`src/rtl/mul_seq_ctrl.sv`:
```
// Iterative shift-add multiplier for the execute stage: low XLEN bits of op_a*op_b,
// early exit once the remaining multiplier bits are zero, pipeline stall until acked.
module mul_seq_ctrl #(
  parameter int XLEN  = 32,
  parameter int CNT_W = 5
) (
  input  logic              clk,
  input  logic              rst,
  input  logic              start,
  input  logic [XLEN-1:0]   op_a,
  input  logic [XLEN-1:0]   op_b,
  input  logic [4:0]        addr_d_in,
  input  logic              kill,
  input  logic              result_ack,
  output logic              stall,
  output logic              result_valid,
  output logic [XLEN-1:0]   result,
  output logic [4:0]        addr_d_out,
  output logic              wrd_reg_out
);

  localparam logic [1:0] ST_IDLE = 2'd0;
  localparam logic [1:0] ST_BUSY = 2'd1;
  localparam logic [1:0] ST_DONE = 2'd2;

  logic [1:0]       state_r;
  logic [1:0]       state_nxt_s;
  logic [XLEN-1:0]  a_r;
  logic [XLEN-1:0]  b_r;
  logic [XLEN-1:0]  acc_r;
  logic [CNT_W-1:0] cnt_r;
  logic [4:0]       tag_r;
  logic [XLEN-1:0]  result_r;
  logic             result_valid_r;
  logic [4:0]       addr_d_out_r;
  logic             wrd_reg_r;

  logic [XLEN-1:0]  acc_sum_s;
  logic [XLEN-1:0]  b_shift_s;
  logic             last_iter_s;
  logic             accept_s;

  // Carry-out of the partial-product add is dropped: only the low word is kept.
  assign acc_sum_s   = b_r[0] ? (acc_r + a_r) : acc_r;
  assign b_shift_s   = b_r >> 1;
  assign last_iter_s = (b_shift_s == {XLEN{1'b0}}) || (cnt_r == CNT_W'(XLEN - 1));
  assign accept_s    = (state_r == ST_IDLE) && start && !kill;

  // Next-state selection; kill always returns to IDLE.
  always_comb begin
    state_nxt_s = state_r;
    if (kill) begin
      state_nxt_s = ST_IDLE;
    end else begin
      case (state_r)
        ST_IDLE: begin
          if (start) begin
            state_nxt_s = ST_BUSY;
          end else begin
            state_nxt_s = ST_IDLE;
          end
        end
        ST_BUSY: begin
          if (last_iter_s) begin
            state_nxt_s = ST_DONE;
          end else begin
            state_nxt_s = ST_BUSY;
          end
        end
        ST_DONE: begin
          if (result_ack) begin
            state_nxt_s = ST_IDLE;
          end else begin
            state_nxt_s = ST_DONE;
          end
        end
        default: state_nxt_s = ST_IDLE;
      endcase
    end
  end

  // Datapath and output registers.
  always_ff @(posedge clk) begin
    if (rst) begin
      state_r        <= ST_IDLE;
      a_r            <= {XLEN{1'b0}};
      b_r            <= {XLEN{1'b0}};
      acc_r          <= {XLEN{1'b0}};
      cnt_r          <= {CNT_W{1'b0}};
      tag_r          <= 5'd0;
      result_r       <= {XLEN{1'b0}};
      result_valid_r <= 1'b0;
      addr_d_out_r   <= 5'd0;
      wrd_reg_r      <= 1'b0;
    end else begin
      state_r <= state_nxt_s;
      if (kill) begin
        result_valid_r <= 1'b0;
        wrd_reg_r      <= 1'b0;
      end else begin
        case (state_r)
          ST_IDLE: begin
            if (start) begin
              a_r   <= op_a;
              b_r   <= op_b;
              acc_r <= {XLEN{1'b0}};
              cnt_r <= {CNT_W{1'b0}};
              tag_r <= addr_d_in;
            end
          end
          ST_BUSY: begin
            acc_r <= acc_sum_s;
            a_r   <= a_r << 1;
            b_r   <= b_shift_s;
            cnt_r <= cnt_r + CNT_W'(1);
            if (last_iter_s) begin
              result_r       <= acc_sum_s;
              result_valid_r <= 1'b1;
              addr_d_out_r   <= tag_r;
              wrd_reg_r      <= (tag_r != 5'd0);
            end
          end
          ST_DONE: begin
            if (result_ack) begin
              result_valid_r <= 1'b0;
              wrd_reg_r      <= 1'b0;
            end
          end
          default: begin
            result_valid_r <= 1'b0;
            wrd_reg_r      <= 1'b0;
          end
        endcase
      end
    end
  end

  assign stall = accept_s
               || ((state_r == ST_BUSY) && !kill)
               || ((state_r == ST_DONE) && !result_ack && !kill);

  assign result_valid = result_valid_r;
  assign result       = result_r;
  assign addr_d_out   = addr_d_out_r;
  assign wrd_reg_out  = wrd_reg_r;

endmodule

```
`config.mk`:
```
export PLATFORM = sky130hd
export DESIGN_NAME = mul_seq_ctrl
export DESIGN_NICKNAME = d
export VERILOG_FILES = /design/src/rtl/mul_seq_ctrl.sv
export SDC_FILE = /design/constraint.sdc
export NUM_CORES = 1
export LEC_CHECK = 0
export CAP_MARGIN = 20
export CORE_MARGIN = 2
export CORE_UTILIZATION = 35
export DETAILED_ROUTE_END_ITERATION = 6
export HOLD_SLACK_MARGIN = 0.15
export PLACE_DENSITY_LB_ADDON = 0.12
export SLEW_MARGIN = 20
export SYNTH_ARGS = -nofsm -noshare
export SYNTH_HDL_FRONTEND = slang
export SYNTH_SLANG_ARGS = --single-unit
```
`constraint.sdc`:
```
create_clock -name clk -period 2.5 [get_ports clk]
set_input_delay 0.5 -clock clk [delete_from_list [all_inputs] [get_ports clk]]
set_output_delay 0.5 -clock clk [all_outputs]
set_load 0.01 [all_outputs]
```
After elaboration in Yosys (flattened, before gate mapping)
Cells that the tools add are included.

Register bits after elaboration: 147. Input port bits: 74. Output and inout bits: 40.

Add/sub/neg operators: 2. Equality and inequality tests: 6. Mux-type cells: 18. Bitwise logic cells: 2. Reduce and logical (&&, ||, !) cells: 19.

Operators by type and width (count): $pmux W32 S2 (3); $mux W32 (4); $add A32 B32 Y32 (1); $logic_not A32 Y1 (1); $reduce_and A3 Y1 (4); $pmux W5 S2 (1); $ne A2 B2 Y1 const B (3); $pmux W1 S3 (2); $pmux W2 S3 (1); $add A5 B1 Y5 const B (1); $eq A5 B5 Y1 const B (1); $logic_and A1 B1 Y1 (5); $mux W5 (1); $reduce_bool A5 Y1 (1); $mux W1 (4); $mux W2 (2); $logic_or A1 B1 Y1 (3); $eq A2 B1 Y1 const B (1); $eq A2 B2 Y1 const B (1); $logic_not A1 Y1 (2); $logic_not A2 Y1 (1); $not A1 Y1 (2); $reduce_bool A2 Y1 (1); $reduce_or A2 Y1 (1).

Depth between registers and ports, before layout
Depth in word-level cells: 5. Mapped depth: 10. Mapped depth without buffers: 10.

Worst setup path before layout
Ideal clock, no wire load.

Kind: register to register. Start point: register a_r[0]. End point: register result_r[30] (netlist: result[30]). Setup time: 120 ps. Data arrival time: 2165 ps. Required time: 2380 ps. Setup slack: 215 ps. Stages on the path, launching flop included: 11. Buffers on the path: 0. Period minus slack after synthesis: 2285 ps. Path through: dfxtp_1 -> ha_1 -> fa_1 -> a21o_1 -> nand4_1 -> a211oi_2 -> o21ai_1 -> nand2_2 -> a211oi_2 -> xnor2_1 -> o31a_1.

Cells in the longest elaborated chain, start to end: 2.

Ends and longest elaborated chain: start: declaration (RTL line 28) `logic [XLEN-1:0] a_r;`; start signal: assignment (RTL line 86) `a_r <= {XLEN{1'b0}};`; start signal: assignment (RTL line 104) `a_r <= op_a;`; start signal: assignment (RTL line 113) `a_r <= a_r << 1;`; $add A32 B32 Y32 (RTL line 44) `assign acc_sum_s = b_r[0] ? (acc_r + a_r) : acc_r;`; $mux W32 (RTL line 44); end signal: assignment (RTL line 91) `result_r <= {XLEN{1'b0}};`; end signal: assignment (RTL line 117) `result_r <= acc_sum_s;`; end: declaration (RTL line 33) `logic [XLEN-1:0] result_r;`.

Every way passes these cells. A chain may end at the register's enable or synchronous reset.

Worst setup path in the final report
Start point: register acc_r[0]. End point: register result_r[30] (netlist: result[30]).

Cells in the longest elaborated chain, start to end: 2.

Ends and longest elaborated chain: start: declaration (RTL line 30) `logic [XLEN-1:0] acc_r;`; start signal: assignment (RTL line 88) `acc_r <= {XLEN{1'b0}};`; start signal: assignment (RTL line 106) `acc_r <= {XLEN{1'b0}};`; start signal: assignment (RTL line 112) `acc_r <= acc_sum_s;`; $add A32 B32 Y32 (RTL line 44); $mux W32 (RTL line 44).

Every way passes these cells.

==> impl_metrics.tcl <==
set metrics [dict create \
    start_util_pct 35.8 \
    p_leak_uw 0.00401 \
    end_kind "flop" \
    fin_crit_sh_pct 97.4 \
    cp-start-kind "flop" \
    finalNonFillerCells 1399 \
    fmax_mhz 411 \
    area_growth_pct 32.9 \
    drtAntennaViolNets 0 \
    post-synth-top-area-cell "dfxtp_1" \
    finalSetupViolCount 0 \
    worstHoldStart "result_valid$_SDFFE_PP0P_" \
    placed_cells 1362 \
    drt_drc_violations_left 3 \
    hold_depth 2 \
    min_to "result_valid$_SDFFE_PP0P_" \
    dp_hpwl_um 16300 \
    clk_latency_ns 0.43 \
    drive_gt1_share_pct 15.3 \
    grt_usage_pct 19.6 \
    routed-via-count 7433 \
    synth_area_leaders "dfxtp_1, nand2_1, a311oi_1" \
    rrSetupSlack_ns 0.07 \
    relSlewSlack_pct 61.5 \
    violations "design-rule violations" \
    postSynth.asyncResetShare_pct 0 \
    rsz0062_at_grt "true" \
    status "finished, violations left" \
    die_w_um 154 \
    dr.pass1.iters 7 \
    syn_area_mm2 0.00784 \
    ys_ff_latch 147 \
    crit_required_ns 2.81 \
    synth-edff-count 0 \
    grt_pass1_wl_um 37700 \
    overflow 0 \
    fin_util_pct 47.6 \
    period_needed_ns 2.43 \
    cts_max_level 4 \
    diodes 0 \
    crit_arrival_ns 2.75 \
    die_area_mm2 0.0236 \
    drtIter0Drc 376 \
    drv_slew 0 \
    timing.rr.end "result[30]$_SDFFE_PP0P_" \
    grt_antenna_before_repair 0 \
    wl_um 23300 \
    yosysWarnings 0 \
    rows 54 \
    syn-num-nets 1090 \
    r2r_cells 10 \
    grt_max_degree 121 \
    hp-class "reg -> reg" \
    path_max_fanout 7 \
    ys.flop_type "dfxtp_1" \
    maxCapViolCount 0 \
    cts_tree "done" \
    wl_per_cell_um 16.7 \
    port_buffers 113 \
    final_nets 1214 \
    clock_path_buffers 2 \
    yosysSeqAreaShare_pct 37.5 \
    cts_buffers 17 \
    skew_ns 0.0109 \
    cts.sinks 147 \
    tightest_slew_ns 0.577 \
    vias_per_cell 5.31 \
    synth_top_cell_area_share_pct 37.5 \
    pin_count 114 \
    coreArea_mm2 0.0219 \
    final-hold-violation-count 0 \
    grt_pass1_vias 7226 \
    ys_types 70 \
    path_clk_slew_ns 0.06 \
    gp_congestion 0.860 \
    r2r_start "acc_r[0]$_SDFFE_PP0P_" \
    die_y_um 154 \
    irDropWorstVdd_mv 0.371 \
    root_buffer "clkbuf_16" \
    crit_type "reg -> reg" \
    power_density_mw_per_mm2 581 \
    avgSynthCellArea_um2 7.99 \
    synth_cells 982 \
]
==> flip-flops by register name, indices dropped and copies added (netlist names) <==
name	cells
acc_r	32
b_r	32
wrd_reg_out	1
a_r	32
addr_d_out	5
result	32
tag_r	5
state_r	2
cnt_r	5
result_valid	1
==> report_power, final <==
| part | switching, µW | internal (µW) | leakage [µW] |
|---|---|---|---|
| clock | 1080 | 1780 | 0.000310 |
| combinational | 365 | 321 | 0.00249 |
| sequential | 77.0 | 2430 | 0.00120 |
==> worst max path at each step <==
stage | start | to | cells after the start
finish | acc_r[0]$_SDFFE_PP0P_ | result[30]$_SDFFE_PP0P_ | 10
global route | acc_r[0]$_SDFFE_PP0P_ | result[30]$_SDFFE_PP0P_ | 10
floorplan | a_r[0]$_SDFFE_PP0P_ | result[30]$_SDFFE_PP0P_ | 10
global placement | a_r[0]$_SDFFE_PP0P_ | result[30]$_SDFFE_PP0P_ | 10
CTS | a_r[0]$_SDFFE_PP0P_ | result[30]$_SDFFE_PP0P_ | 10
detailed placement | a_r[0]$_SDFFE_PP0P_ | result[30]$_SDFFE_PP0P_ | 10
==> synth_stat cells (9+ instances only) <==
master,count
nor3_1,18
a311oi_1,58
nand2_1,190
xnor2_1,20
o21ai_1,11
clkbuf_1,46
o21bai_1,9
nand3_1,13
o21ai_0,25
buf_2,15
dfxtp_1,147
a21o_1,15
ha_1,33
nor2_1,131
a21oi_1,67
a22oi_1,22
mux2i_1,16
nor4_1,9
inv_1,11
==> layout by cell type (no fill, tap or decap), drive strengths merged, types with 3 or more instances in the layout <==
cell type	instances
o21bai	9
a22o	8
o31a	3
a21oi	69
mux2	4
nand3	14
inv	14
nor2	133
nand2	191
buf	63
ha	33
or3	3
mux2i	16
bufinv	5
o21ai	37
and2	6
nand2b	3
o21a	3
a211oi	12
dfxtp	147
xnor2	20
clkdlybuf4s50	112
nor4b	3
a311oi	59
and3	7
a21o	17
or2	4
clkbuf	17
clkinv	4
nor3	18
a31oi	5
xor2	8
o211ai	5
a22oi	22
nand4	8
clkinvlp	3
nor4	9
==> critical path, stage by stage, from the launching register on <==
cell and delay [ns]:
dfxtp_4 0.35, ha_4 0.16, fa_2 0.35, a21o_1 0.20, nand4_1 0.18, a211oi_4 0.10
o21ai_2 0.21, nand2_4 0.12, a211oi_4 0.29, xnor2_2 0.11, o31a_1 0.23
==> metrics by stage <==
stage                     hold slack [ns]  area, µm²  setup slack (ns)  setup TNS (ns)  total power (µW)
after detailed placement            0.449       9470           -0.0395         -0.0750              3220
after floorplan                     0.436       7840             0.215               0              2930
after global routing                0.478      10400           -0.0556          -0.147              6280
final                               0.453      10400            0.0650               0              6050
after global placement              0.443       9470           -0.0278         -0.0278              3220
after CTS                           0.458      10100            0.0171               0              6100
==> kinds of logic (layout without fill, tap and decap cells) <==
kind of cell | Yosys count | after routing | share of synthesized area (%)
buffers and inverters | 81 | 218 | 4.82
AND/OR/NAND/NOR | 402 | 402 | 21.6
AO/OA/AOI/OAI | 270 | 270 | 24.8
XOR/XNOR | 28 | 28 | 3.13
flip-flops | 147 | 147 | 37.5
multiplexers | 20 | 20 | 2.62
adder cells (fa/ha/maj) | 34 | 34 | 5.52
==> per-layer routing <==
layer	GRT usage, %	routed length [µm]	share of wire (%)	vias to the layer above
met3	3.72	841	3.6	17
met4	4.15	208	0.89	0
met1	26.8	11400	49	3512
met2	32.3	10900	47	133
met5	0	0	0	-
li1	-	-	-	3771
==> area by class of cell <==
cell class	instances	area, µm²
Clock buffer	17	425
Clock inverter	15	226
Fill cell	2198	11500
Inverter	11	41.3
Multi-Input combinational cell	754	4790
Sequential cell	147	2970
Tap cell	280	350
Timing Repair Buffer	175	1630
==> what timing repair did <==
item,in CTS,in global routing
resized for setup,1,61
setup endpoints to repair,3,29
pin swaps,2,22
setup buffers,0,5
hold buffers,0,0
No activity file was read; power rests on OpenSTA's default activity.
